==> config.mk <==
export PLATFORM = sky130hd
export DESIGN_NAME = mmcm_drp_reconfig
export DESIGN_NICKNAME = d
export VERILOG_FILES = /design/src/rtl/mmcm_drp_pkg.sv /design/src/rtl/mmcm_drp_timeout.sv /design/src/rtl/mmcm_drp_reconfig.sv
export SDC_FILE = /design/constraint.sdc
export NUM_CORES = 1
export LEC_CHECK = 0
export BUFFER_PORTS_ARGS = -buffer_cell sky130_fd_sc_hd__buf_4
export CAP_MARGIN = 20
export CORE_MARGIN = 2
export CORE_UTILIZATION = 40
export DETAILED_ROUTE_END_ITERATION = 10
export PLACE_DENSITY = 0.61
export SLEW_MARGIN = 20
export SYNTH_ARGS = -nofsm -noshare
export SYNTH_HDL_FRONTEND = slang
export SYNTH_SLANG_ARGS = --single-unit
==> constraint.sdc <==
create_clock -name clk_i -period 4.25 [get_ports clk_i]
set_clock_uncertainty 0.1 [all_clocks]
set_input_delay 1.0625 -clock clk_i [delete_from_list [all_inputs] [get_ports clk_i]]
set_output_delay 1.0625 -clock clk_i [all_outputs]
set_load 0.01 [all_outputs]
==> src/rtl/mmcm_drp_pkg.sv <==
// Shared types, DRP address map and divider encoding for the MMCM runtime reconfiguration controller.
package mmcm_drp_pkg;

    typedef enum logic [3:0] {
        StRst,
        StIdle,
        StCheck,
        StHoldRst,
        StRd,
        StRdWait,
        StWr,
        StWrWait,
        StRelease,
        StWaitLock,
        StDone,
        StFail
    } state_e;

    typedef enum logic [1:0] {
        ErrNone  = 2'd0,
        ErrRange = 2'd1,
        ErrDrp   = 2'd2,
        ErrLock  = 2'd3
    } err_code_e;

    // Reg1 addresses; Reg2 of each counter sits at Reg1 + 1.
    localparam logic [6:0] AddrFbReg1      = 7'h14;
    localparam logic [6:0] AddrClkout0Reg1 = 7'h08;
    localparam logic [6:0] AddrClkout1Reg1 = 7'h0A;
    localparam logic [6:0] AddrClkout2Reg1 = 7'h0C;
    localparam logic [6:0] AddrClkout3Reg1 = 7'h0E;
    localparam logic [6:0] AddrClkout4Reg1 = 7'h10;
    localparam logic [6:0] AddrClkout5Reg1 = 7'h06;
    localparam logic [6:0] AddrClkout6Reg1 = 7'h12;

    localparam logic [15:0] Reg1Mask = 16'hF000;
    localparam logic [15:0] Reg2Mask = 16'hFF3F;

    typedef struct packed {
        logic [5:0] high;
        logic [5:0] low;
        logic       edge_sel;
        logic       no_count;
    } div_fields_t;

    function automatic div_fields_t div_encode(input logic [6:0] d);
        div_fields_t f;
        f = '0;
        if (d == 7'd1) begin
            f.high     = 6'd1;
            f.low      = 6'd1;
            f.no_count = 1'b1;
        end else begin
            f.high     = d[6:1];
            f.low      = 6'(d - {1'b0, d[6:1]});
            f.edge_sel = d[0];
        end
        return f;
    endfunction

    // List index k: pairs {Reg1, Reg2} for FB, then CLKOUT0..6.
    function automatic logic [6:0] reg_addr(input logic [3:0] k);
        logic [6:0] base;
        case (k[3:1])
            3'd0:    base = AddrFbReg1;
            3'd1:    base = AddrClkout0Reg1;
            3'd2:    base = AddrClkout1Reg1;
            3'd3:    base = AddrClkout2Reg1;
            3'd4:    base = AddrClkout3Reg1;
            3'd5:    base = AddrClkout4Reg1;
            3'd6:    base = AddrClkout5Reg1;
            default: base = AddrClkout6Reg1;
        endcase
        return base | {6'b0, k[0]};
    endfunction

endpackage

==> src/rtl/mmcm_drp_timeout.sv <==
// Loadable down-counter; expired is high while the count sits at zero.
module mmcm_drp_timeout #(
    parameter int unsigned Width = 8
) (
    input  logic             clk,
    input  logic             rst,
    input  logic             load,
    input  logic [Width-1:0] load_val,
    input  logic             en,
    output logic             expired
);

    logic [Width-1:0] cnt_q;

    always_ff @(posedge clk) begin
        if (rst) begin
            cnt_q <= '0;
        end else if (load) begin
            cnt_q <= load_val;
        end else if (en && (cnt_q != '0)) begin
            cnt_q <= cnt_q - 1'b1;
        end
    end

    assign expired = (cnt_q == '0);

endmodule

==> src/rtl/mmcm_drp_reconfig.sv <==
// MMCM runtime reconfiguration: holds the MMCM in reset, read-modify-writes the CLKFBOUT and
// CLKOUTn counter registers over DRP, then releases reset and waits for lock with timeout.
module mmcm_drp_reconfig
    import mmcm_drp_pkg::*;
#(
    parameter int unsigned NUM_OUT      = 2,
    parameter int unsigned MULT_MIN     = 8,
    parameter int unsigned MULT_MAX     = 16,
    parameter int unsigned DRP_TIMEOUT  = 64,
    parameter int unsigned LOCK_TIMEOUT = 65536
) (
    input  logic                 clk_i,
    input  logic                 rst_i,
    input  logic                 cfg_valid_i,
    output logic                 cfg_ready_o,
    input  logic [6:0]           cfg_mult_i,
    input  logic [7*NUM_OUT-1:0] cfg_div_i,
    output logic                 busy_o,
    output logic                 done_o,
    output logic                 err_o,
    output logic [1:0]           err_code_o,
    output logic                 locked_o,
    output logic                 mmcm_rst_o,
    input  logic                 mmcm_locked_i,
    output logic [6:0]           daddr_o,
    output logic [15:0]          di_o,
    input  logic [15:0]          do_i,
    output logic                 den_o,
    output logic                 dwe_o,
    input  logic                 drdy_i
);

    localparam int unsigned NumRegs = 2 * (NUM_OUT + 1);
    localparam logic [3:0]  LastIdx = 4'(NumRegs - 1);
    localparam int unsigned DrpW    = $clog2(DRP_TIMEOUT + 1);
    localparam int unsigned LockW   = $clog2(LOCK_TIMEOUT + 1);

    state_e                 state_q, state_d;
    err_code_e              err_code_q, fail_code;
    logic                   err_q;
    logic                   locked_q;
    logic [6:0]             cfg_mult_q;
    logic [7*NUM_OUT-1:0]   cfg_div_q;
    logic [3:0]             idx_q;
    logic [15:0]            wdata_q;
    logic [15:0]            rmw_data;
    logic [6:0]             cur_val;
    logic                   cfg_bad;
    logic                   accept;
    logic                   drp_expired;
    logic                   lock_expired;
    div_fields_t            enc;

    assign accept = (state_q == StIdle) && cfg_valid_i;

    mmcm_drp_timeout #(
        .Width (DrpW)
    ) u_drp_timeout (
        .clk      (clk_i),
        .rst      (rst_i),
        .load     ((state_q == StRd) || (state_q == StWr)),
        .load_val (DrpW'(DRP_TIMEOUT - 1)),
        .en       ((state_q == StRdWait) || (state_q == StWrWait)),
        .expired  (drp_expired)
    );

    mmcm_drp_timeout #(
        .Width (LockW)
    ) u_lock_timeout (
        .clk      (clk_i),
        .rst      (rst_i),
        .load     (state_q == StRelease),
        .load_val (LockW'(LOCK_TIMEOUT - 1)),
        .en       (state_q == StWaitLock),
        .expired  (lock_expired)
    );

    always_comb begin
        cfg_bad = (cfg_mult_q < 7'(MULT_MIN)) || (cfg_mult_q > 7'(MULT_MAX));
        cur_val = cfg_mult_q;
        for (int n = 0; n < NUM_OUT; n++) begin
            if (cfg_div_q[7*n +: 7] == 7'd0) cfg_bad = 1'b1;
            if (int'(idx_q[3:1]) == n + 1) cur_val = cfg_div_q[7*n +: 7];
        end
        enc = div_encode(cur_val);
        if (!idx_q[0]) begin
            rmw_data = (do_i & Reg1Mask) | {4'b0, enc.high, enc.low};
        end else begin
            rmw_data = (do_i & Reg2Mask) | {8'b0, enc.edge_sel, enc.no_count, 6'b0};
        end
    end

    always_ff @(posedge clk_i) begin
        if (rst_i) state_q <= StRst;
        else       state_q <= state_d;
    end

    always_comb begin
        state_d   = state_q;
        fail_code = ErrNone;
        case (state_q)
            StRst:     state_d = StIdle;
            StIdle:    if (cfg_valid_i) state_d = StCheck;
            StCheck: begin
                if (cfg_bad) begin
                    state_d   = StFail;
                    fail_code = ErrRange;
                end else begin
                    state_d = StHoldRst;
                end
            end
            StHoldRst: state_d = StRd;
            StRd:      state_d = StRdWait;
            StRdWait: begin
                if (drdy_i) begin
                    state_d = StWr;
                end else if (drp_expired) begin
                    state_d   = StFail;
                    fail_code = ErrDrp;
                end
            end
            StWr:      state_d = StWrWait;
            StWrWait: begin
                if (drdy_i) begin
                    state_d = (idx_q == LastIdx) ? StRelease : StRd;
                end else if (drp_expired) begin
                    state_d   = StFail;
                    fail_code = ErrDrp;
                end
            end
            StRelease: state_d = StWaitLock;
            StWaitLock: begin
                if (mmcm_locked_i) begin
                    state_d = StDone;
                end else if (lock_expired) begin
                    state_d   = StFail;
                    fail_code = ErrLock;
                end
            end
            StDone:    state_d = StIdle;
            StFail:    state_d = StIdle;
            default:   state_d = StRst;
        endcase
    end

    always_comb begin
        cfg_ready_o = (state_q == StIdle);
        busy_o      = (state_q != StIdle) && (state_q != StRst);
        done_o      = (state_q == StDone);
        den_o       = (state_q == StRd) || (state_q == StWr);
        dwe_o       = (state_q == StWr);
        daddr_o     = den_o ? reg_addr(idx_q) : 7'd0;
        di_o        = dwe_o ? wdata_q : 16'd0;
        mmcm_rst_o  = (state_q inside {StRst, StHoldRst, StRd, StRdWait, StWr, StWrWait});
        err_o       = err_q;
        err_code_o  = err_code_q;
        locked_o    = locked_q;
    end

    always_ff @(posedge clk_i) begin
        if (rst_i) begin
            cfg_mult_q <= '0;
            cfg_div_q  <= '0;
            idx_q      <= '0;
            wdata_q    <= '0;
            err_q      <= 1'b0;
            err_code_q <= ErrNone;
            locked_q   <= 1'b0;
        end else begin
            locked_q <= mmcm_locked_i && !mmcm_rst_o && !busy_o;
            if (accept) begin
                cfg_mult_q <= cfg_mult_i;
                cfg_div_q  <= cfg_div_i;
                idx_q      <= '0;
                err_q      <= 1'b0;
                err_code_q <= ErrNone;
            end
            if ((state_q == StRdWait) && drdy_i) wdata_q <= rmw_data;
            if ((state_q == StWrWait) && drdy_i && (idx_q != LastIdx)) idx_q <= idx_q + 1'b1;
            if (fail_code != ErrNone) begin
                err_q      <= 1'b1;
                err_code_q <= fail_code;
            end
        end
    end

endmodule

==> results of run 1 <==
==> layout make-up <==
class	instances	area (sq um)
fillers	1040	5001
flip-flops and latches	73	1461
clock buffers	9	123.9
repair buffers	72	544.3
inverters	24	90.09
multi-input cells	379	2340
well taps	133	166.4
clock inverters	6	92.59
==> power breakdown <==
group          leakage (nW)  switching (mW)  internal [mW]
sequential            0.592           0.124          0.782
clock                 0.102           0.280          0.330
combinational          1.24           0.513          0.338
==> metal layers <==
metal,share of wire (%),vias up
li1,-,1917
met1,45,1783
met2,50,68
met3,3.8,11
met4,1.1,0
met5,0,-
==> how the worst max path moves through the flow <==
stage / endpoint / slack [ns] / cells past startpoint
after detailed placement: wdata_q[5] / 0.93 / 9
after floorplan: wdata_q[5] / 1.35 / 12
after global placement: wdata_q[5] / 1.07 / 10
after global routing: di_o[7] / 0.51 / 5
after CTS: di_o[5] / 0.72 / 5
final: di_o[7] / 0.77 / 5
==> through the flow <==
| stage | instances | instance area (sq um) | setup slack, ns | total power, mW |
|---|---|---|---|---|
| 2_1_floorplan | 511 | 4076 | 1.351 | 1.569 |
| 3_3_place_gp | 680 | 4591 | 1.075 | 1.741 |
| 3_5_place_dp | 680 | 4591 | 0.9310 | 1.764 |
| 4_1_cts | 695 | 4807 | 0.7233 | 2.376 |
| 5_1_grt | 696 | 4818 | 0.5113 | 2.538 |
| 6_report | 696 | 4818 | 0.7717 | 2.368 |
==> worst reg2reg max path: stages, from the launching register on <==
cell	delay, ns
dfxtp_1	0.55
xnor2_1	0.20
nor2_1	0.43
o22ai_1	0.22
ha_1	0.33
nor2b_1	0.15
o311ai_0	0.44
a21oi_1	0.22
or4b_1	0.50
o211ai_1	0.16
==> cell families after synthesis <==
group                      after synthesis
AOI/OAI and AO/OA                      137
xor gates and xnor gates                24
adders and majority gates               15
buffers and inverters                   59
DFF                                     73
muxes                                    1
other                                    1
and+or+nand+nor                        200
==> synth_stat cells, types with 4 or more instances <==
cell	instances
nand2b_1	7
ha_1	14
nand2_1	72
dfxtp_1	73
a21oi_1	61
a221oi_1	7
inv_1	24
nor4_1	7
o21ai_0	9
nand3_1	10
clkbuf_1	24
o211ai_1	6
o22ai_1	6
nand3b_1	4
xnor2_1	7
xor2_1	17
a31oi_1	8
and3_1	21
nor3_1	21
buf_6	6
o22a_1	7
or4_1	5
nor2b_1	6
nor2_1	31
==> registers in the layout, indices dropped and copies added (netlist names) <==
register,cells
state_q,4
err_o,1
err_code_o,2
u_lock_timeout.cnt_q,17
cfg_mult_q,7
idx_q,4
wdata_q,16
locked_o,1
cfg_div_q,14
u_drp_timeout.cnt_q,7
==> run_results.csv, run 1 <==
group,metric,value,unit
worst_setup_path,cp-start-kind,"flop",
timing,rsz0062_at_grt,"false",
synthesis,synthArstFlopShare,0,%
global_route,grt_util_all_layers,19.03,%
clock_tree,cts_tree,"built",
final_layout,area.growth.synth_to_final,18.31,%
power,peakVddDrop,214.9,uV
global_route,antenna_found_initial,0,
synthesis,synth_area_leader_cell,"dfxtp_1",
floorplanning,rows,36,
flow_run,cap_violations,0,
clock_tree,clock_path_buffers,2,
routing,dr.pass1.iters,4,
worst_setup_path,critPathRequiredTime,3.09,ns
floorplanning,num_io_pins,75,
power,leakage,1.931,nW
routing,drt_iter0_markers,123,
worst_setup_path,r2r_slack,0.88,ns
clock_tree,htreeDepth,3,
floorplanning,die_area,11010,sq um
routing,drc,0,
timing,min_period_over_period,81.84,%
synthesis,synth_area_leaders,"dfxtp_1 36%, a21oi_1 7.5%, nand2_1 6.6%",
final_layout,num_antenna_cells,0,
synthesis,synth_top_area_share,35.88,%
timing,relSlewSlack,41.20,%
synthesis,synth_edf_count,0,
synthesis,synth-seq-cells,73,
global_route,grt_util_met3,3.618,%
timing,hold_viol,0,
clock_tree,cts_resized,0,
timing,setup_tns,0,ns
global_route,grt_overflow,0,
global_route,met1_usage,23.86,%
synthesis,postSynth.topFlopCell,"dfxtp_1",
clock_tree,cts.sinks,73,
synthesis,postSynthCellCount,510,
worst_setup_path,reg2reg_from,"idx_q[1]",
worst_setup_path,path_buf_inv,2,
global_route,grt_pass1_wl,17060,um
placed_design,io_buffers,70,
global_route,busiest_layer,"met2",
clock_tree,hold_buffers,0,
synthesis,synth_fa_ha_area_share,4.793,%
global_route,grt_use_met2,33.21,%
synthesis,synth_top_family_by_area,"simple AND/OR/NAND/NOR gates",
timing,hold_slack,0.3539,ns
timing,finalMaxSlewViolations,0,
timing,fmax,287.5,MHz
placed_design,place_congestion,0.7718,
hold_path,hold_path.class,"reg2reg",
timing,setup_viol,0,
worst_setup_path,cp-startpoint,"state_q[0]",
worst_setup_path,arrival,2.32,ns
worst_setup_path,slowest_stage,"dfxtp_1",
final_layout,layout_common_cells,"73 x dfxtp_1, 72 x nand2_1, 71 x buf_4, 61 x a21oi_1, 31 x nor2_1",
synthesis,synth_mux_area_share,0.2765,%
routing,wl_per_cell,14.62,um
global_route,grt_pass1_vias,3603,
routing,wl,10180,um
final_layout,final_common_cell,"dfxtp_1",
final_layout,fin_util,49.07,%
hold_path,holdPathStages,2,
synthesis,synth_cell_type_count,62,
timing,worstMarginPinSlew,0.8709,ns
worst_setup_path,path_cells,"nor2_1, nand2_1, inv_1, and3_1, buf_4",
worst_setup_path,worstReg2RegEnd,"wdata_q[5]",
timing,period_minus_slack,3.478,ns
routing,vias,3779,
routing,ant_nets,0,
global_route,grt_max_degree,75,
worst_setup_path,setup.worst_path.end_class,"output pin",
synthesis,synthSimpleGateAreaFrac,24.64,%
synthesis,synth_xor_area_share,5.161,%
synthesis,syn_avg_cell_area,7.986,sq um
worst_setup_path,criticalPathCategory,"reg2out",
clock_tree,clk_latency,0.35,ns
hold_path,holdCritStartpoint,"wdata_q[7]",
placed_design,dp_hpwl,7319,um
floorplanning,chipWidth,104.9,um
worst_setup_path,critPathMaxFanout,18,
worst_setup_path,max_stage_delay,0.61,ns
run_status,status,"finished, final reports clean",
synthesis,ys_warn_count,0,
floorplanning,initial_core_util,41.48,%
synthesis,syn_area,4073,sq um
routing,viasPerCell,5.430,
floorplanning,die_height,104.9,um
clock_tree,postCtsSetupBuffers,0,
clock_tree,clkTransAtPathRegs,0.08,ns
worst_setup_path,crit_family,"simple AND/OR/NAND/NOR gates",
synthesis,seq_area_frac_synth,35.88,%
hold_path,hold_end,"wdata_q[7]",
clock_tree,cts_buffers,9,
synthesis,synth-compound-area-share,22.40,%
worst_setup_path,reg2regPathDepth,9,
final_layout,layout-drive-gt1-share,18.12,%
final_layout,nets,616,
power,power_density,491.4,nW/um^2
clock_tree,clockRootBuffer,"clkbuf_8",
floorplanning,core-area,9819,sq um
(Power assumes the default switching activity.)
==> run 2, diff against run 1 <==
--- a/config.mk
+++ b/config.mk
@@ -5,12 +5,13 @@
 export SDC_FILE = /design/constraint.sdc
 export NUM_CORES = 1
 export LEC_CHECK = 0
+export ABC_AREA = 1
 export BUFFER_PORTS_ARGS = -buffer_cell sky130_fd_sc_hd__buf_4
 export CAP_MARGIN = 20
 export CORE_MARGIN = 2
 export CORE_UTILIZATION = 40
 export DETAILED_ROUTE_END_ITERATION = 10
-export PLACE_DENSITY = 0.61
+export PLACE_DENSITY = 0.6
 export SLEW_MARGIN = 20
 export SYNTH_ARGS = -nofsm -noshare
 export SYNTH_HDL_FRONTEND = slang
==> constraint.sdc (replaced) <==
create_clock -name clk_i -period 3.6 [get_ports clk_i]
set_clock_uncertainty 0.1 [all_clocks]
set_input_delay 0.9 -clock clk_i [delete_from_list [all_inputs] [get_ports clk_i]]
set_output_delay 0.9 -clock clk_i [all_outputs]
set_load 0.01 [all_outputs]
==> run_results.csv, run 2 <==
group,metric,value,unit
run_status,status,"finished, final reports clean",
routing,ant_nets,0,
timing,setup_tns,0,ns
synthesis,synth_area_leader_cell,"dfxtp_1",
global_route,grt_max_degree,43,
synthesis,yosys-top-cells-count,"121 x nand2_1, 81 x inv_1, 77 x nor2_1, 73 x a21oi_1, 73 x dfxtp_1",
final_layout,layout.cells.non_filler,838,
timing,relSlewSlack,38.19,%
timing,finalMaxSlewViolations,0,
timing,worstMarginPinSlew,0.9262,ns
synthesis,synth-seq-cells,73,
floorplanning,core-area,10280,sq um
worst_setup_path,setup.worst_path.end_class,"output pin",
timing,hold_viol,0,
power,p_switching,1.131,mW
synthesis,syn_avg_cell_area,6.628,sq um
synthesis,syn_area,4215,sq um
global_route,grt_util_all_layers,19.66,%
worst_setup_path,reg2reg_from,"idx_q[2]",
worst_setup_path,criticalPathCategory,"reg2out",
floorplanning,die_height,106.7,um
timing,hold_slack,0.3548,ns
final_layout,regMostFlops,"u_lock_timeout.cnt_q",
worst_setup_path,critPathMaxFanout,12,
power,clkPwrFrac,23.6,%
worst_setup_path,arrival,2.00,ns
hold_path,hold_path.class,"reg2reg",
power,p_int,1.690,mW
clock_tree,cts_resized,0,
power,power.total,2.821,mW
worst_setup_path,cp-start-kind,"flop",
power,leakage,2.259,nW
worst_setup_path,path_cells,"inv_2, nor2_2, inv_2, nor2_2, inv_1, nor4_1, buf_4",
synthesis,ys_warn_count,0,
floorplanning,initial_core_util,41.02,%
placed_design,placedCellCount,822,
synthesis,synth_edf_count,0,
timing,setup_viol,0,
synthesis,synthArstFlopShare,0,%
final_layout,nets,754,
worst_setup_path,critPathRequiredTime,2.60,ns
global_route,grt_overflow,0,
power,power_frac_comb,41.3,%
final_layout,num_antenna_cells,0,
synthesis,synth_area_leaders,"dfxtp_1 35%, nand2_1 11%, a21oi_1 8.7%",
clock_tree,cts_buffers,9,
placed_design,io_buffers,70,
final_layout,layout_common_cells,"121 x nand2_1, 81 x inv_1, 77 x nor2_1, 73 x a21oi_1, 73 x dfxtp_1",
timing,period_minus_slack,3.003,ns
synthesis,postSynth.topFlopCell,"dfxtp_1",
worst_setup_path,max_stage_delay,0.44,ns
clock_tree,postCtsSetupBuffers,0,
clock_tree,clockRootBuffer,"clkbuf_8",
synthesis,synth_cell_type_count,45,
clock_tree,clkTransAtPathRegs,0.08,ns
final_layout,area.growth.synth_to_final,18.79,%
routing,wl_per_cell,12.91,um
global_route,grt_pass1_wl,18000,um
clock_tree,cts_tree,"built",
final_layout,largest_reg_flops,17,
power,switching_share,40.10,%
floorplanning,chipWidth,106.7,um
floorplanning,die_area,11380,sq um
worst_setup_path,reg2regPathDepth,14,
worst_setup_path,slowest_stage,"dfxtp_1",
synthesis,postSynthCellCount,636,
worst_setup_path,r2r_slack,0.88,ns
routing,wl,10820,um
routing,dr.pass1.iters,6,
timing,final.setup.worst_slack,0.5973,ns
final_layout,final_common_cell,"nand2_1",
routing,vias,4185,
synthesis,seq_area_frac_synth,34.67,%
global_route,antenna_found_initial,0,
final_layout,nFillCells,1098,
synthesis,synth_most_common_cell,"nand2_1",
clock_tree,cts.sinks,73,
placed_design,dp_hpwl,7891,um
hold_path,hold_end,"wdata_q[12]",
hold_path,holdCritStartpoint,"wdata_q[12]",
power,power_density,563.3,nW/um^2
clock_tree,htreeDepth,3,
global_route,grt_pass1_vias,3938,
synthesis,synth_top_area_share,34.67,%
timing,fmax,333.0,MHz
worst_setup_path,worstReg2RegEnd,"wdata_q[4]",
final_layout,largestRegisters,"u_lock_timeout.cnt_q (17), wdata_q (16), cfg_div_q (14)",
power,seqPwrFrac,35.1,%
power,peakVddDrop,231.9,uV
timing,min_period_over_period,83.41,%
flow_run,cap_violations,0,
placed_design,dp_slack,0.9111,ns
floorplanning,num_io_pins,75,
clock_tree,clock_path_buffers,2,
clock_tree,clk_latency,0.36,ns
final_layout,layout-drive-gt1-share,16.38,%
routing,drc,0,
routing,drt_iter0_markers,213,
hold_path,holdPathStages,2,
timing,rsz0062_at_grt,"false",
placed_design,place_congestion,0.8602,
routing,viasPerCell,4.994,
floorplanning,rows,37,
clock_tree,hold_buffers,0,
run 2: metal layers:
metal	share of wire, %	global-route usage, %	vias to the layer above
met2	46	31.53	104
met5	0	0	-
met4	1.3	7.050	0
met3	5.6	3.891	9
met1	47	26.28	1886
li1	-	-	2186
run 2: area by class of cell:
class	instances	area (sq um)	share of cell area (%)
clock inverter	5	55.05	1.099
timing repair buffer	71	533.0	10.64
multi-input combinational	448	2288	45.70
inverter	94	357.8	7.146
clock buffer	11	141.4	2.824
tap	136	170.2	3.398
sequential	73	1461	29.19
run 2: power groups by stage:
stage | clock (mW) | combinational [mW] | sequential (mW)
floorplan | 0 | 0.888 | 0.990
global placement | 0 | 1.14 | 1.01
detailed placement | 0 | 1.15 | 1.01
CTS | 0.676 | 1.16 | 0.990
global route | 0.717 | 1.34 | 1.01
finish | 0.665 | 1.17 | 0.990
run 2: cell families after synthesis:
group,after synthesis,synth area share (%)
AO/OA/AOI/OAI,159,20.54
XOR/XNOR,13,2.701
flip-flops,73,34.67
other,1,0.08896
AND/OR/NAND/NOR,259,26.24
adder cells (fa/ha/maj),15,4.631
buffers and inverters,116,11.13
run 2: worst max-delay path, delay by kind of cell, from the launching register on:
family,cells,cell delay [ns]
buffers and inverters,4,0.58
DFF,1,0.44
and+or+nand+nor,3,0.63
run 2: metrics by stage:
step	utilization [%]	area, sq um
floorplan	-	4219
global placement	46.81	4811
detailed placement	46.81	4811
CTS	48.72	5007
global route	48.72	5007
finish	48.72	5007
run 2: worst max-delay path by stage:
stage	start	end	slack (ns)
2_1_floorplan	idx_q[2]	wdata_q[3]	1.19
4_1_cts	state_q[2]	daddr_o[4]	0.59
5_1_grt	state_q[2]	daddr_o[4]	0.44
3_3_place_gp	state_q[2]	daddr_o[4]	0.97
6_report	state_q[2]	daddr_o[4]	0.60
3_5_place_dp	idx_q[2]	wdata_q[4]	0.91
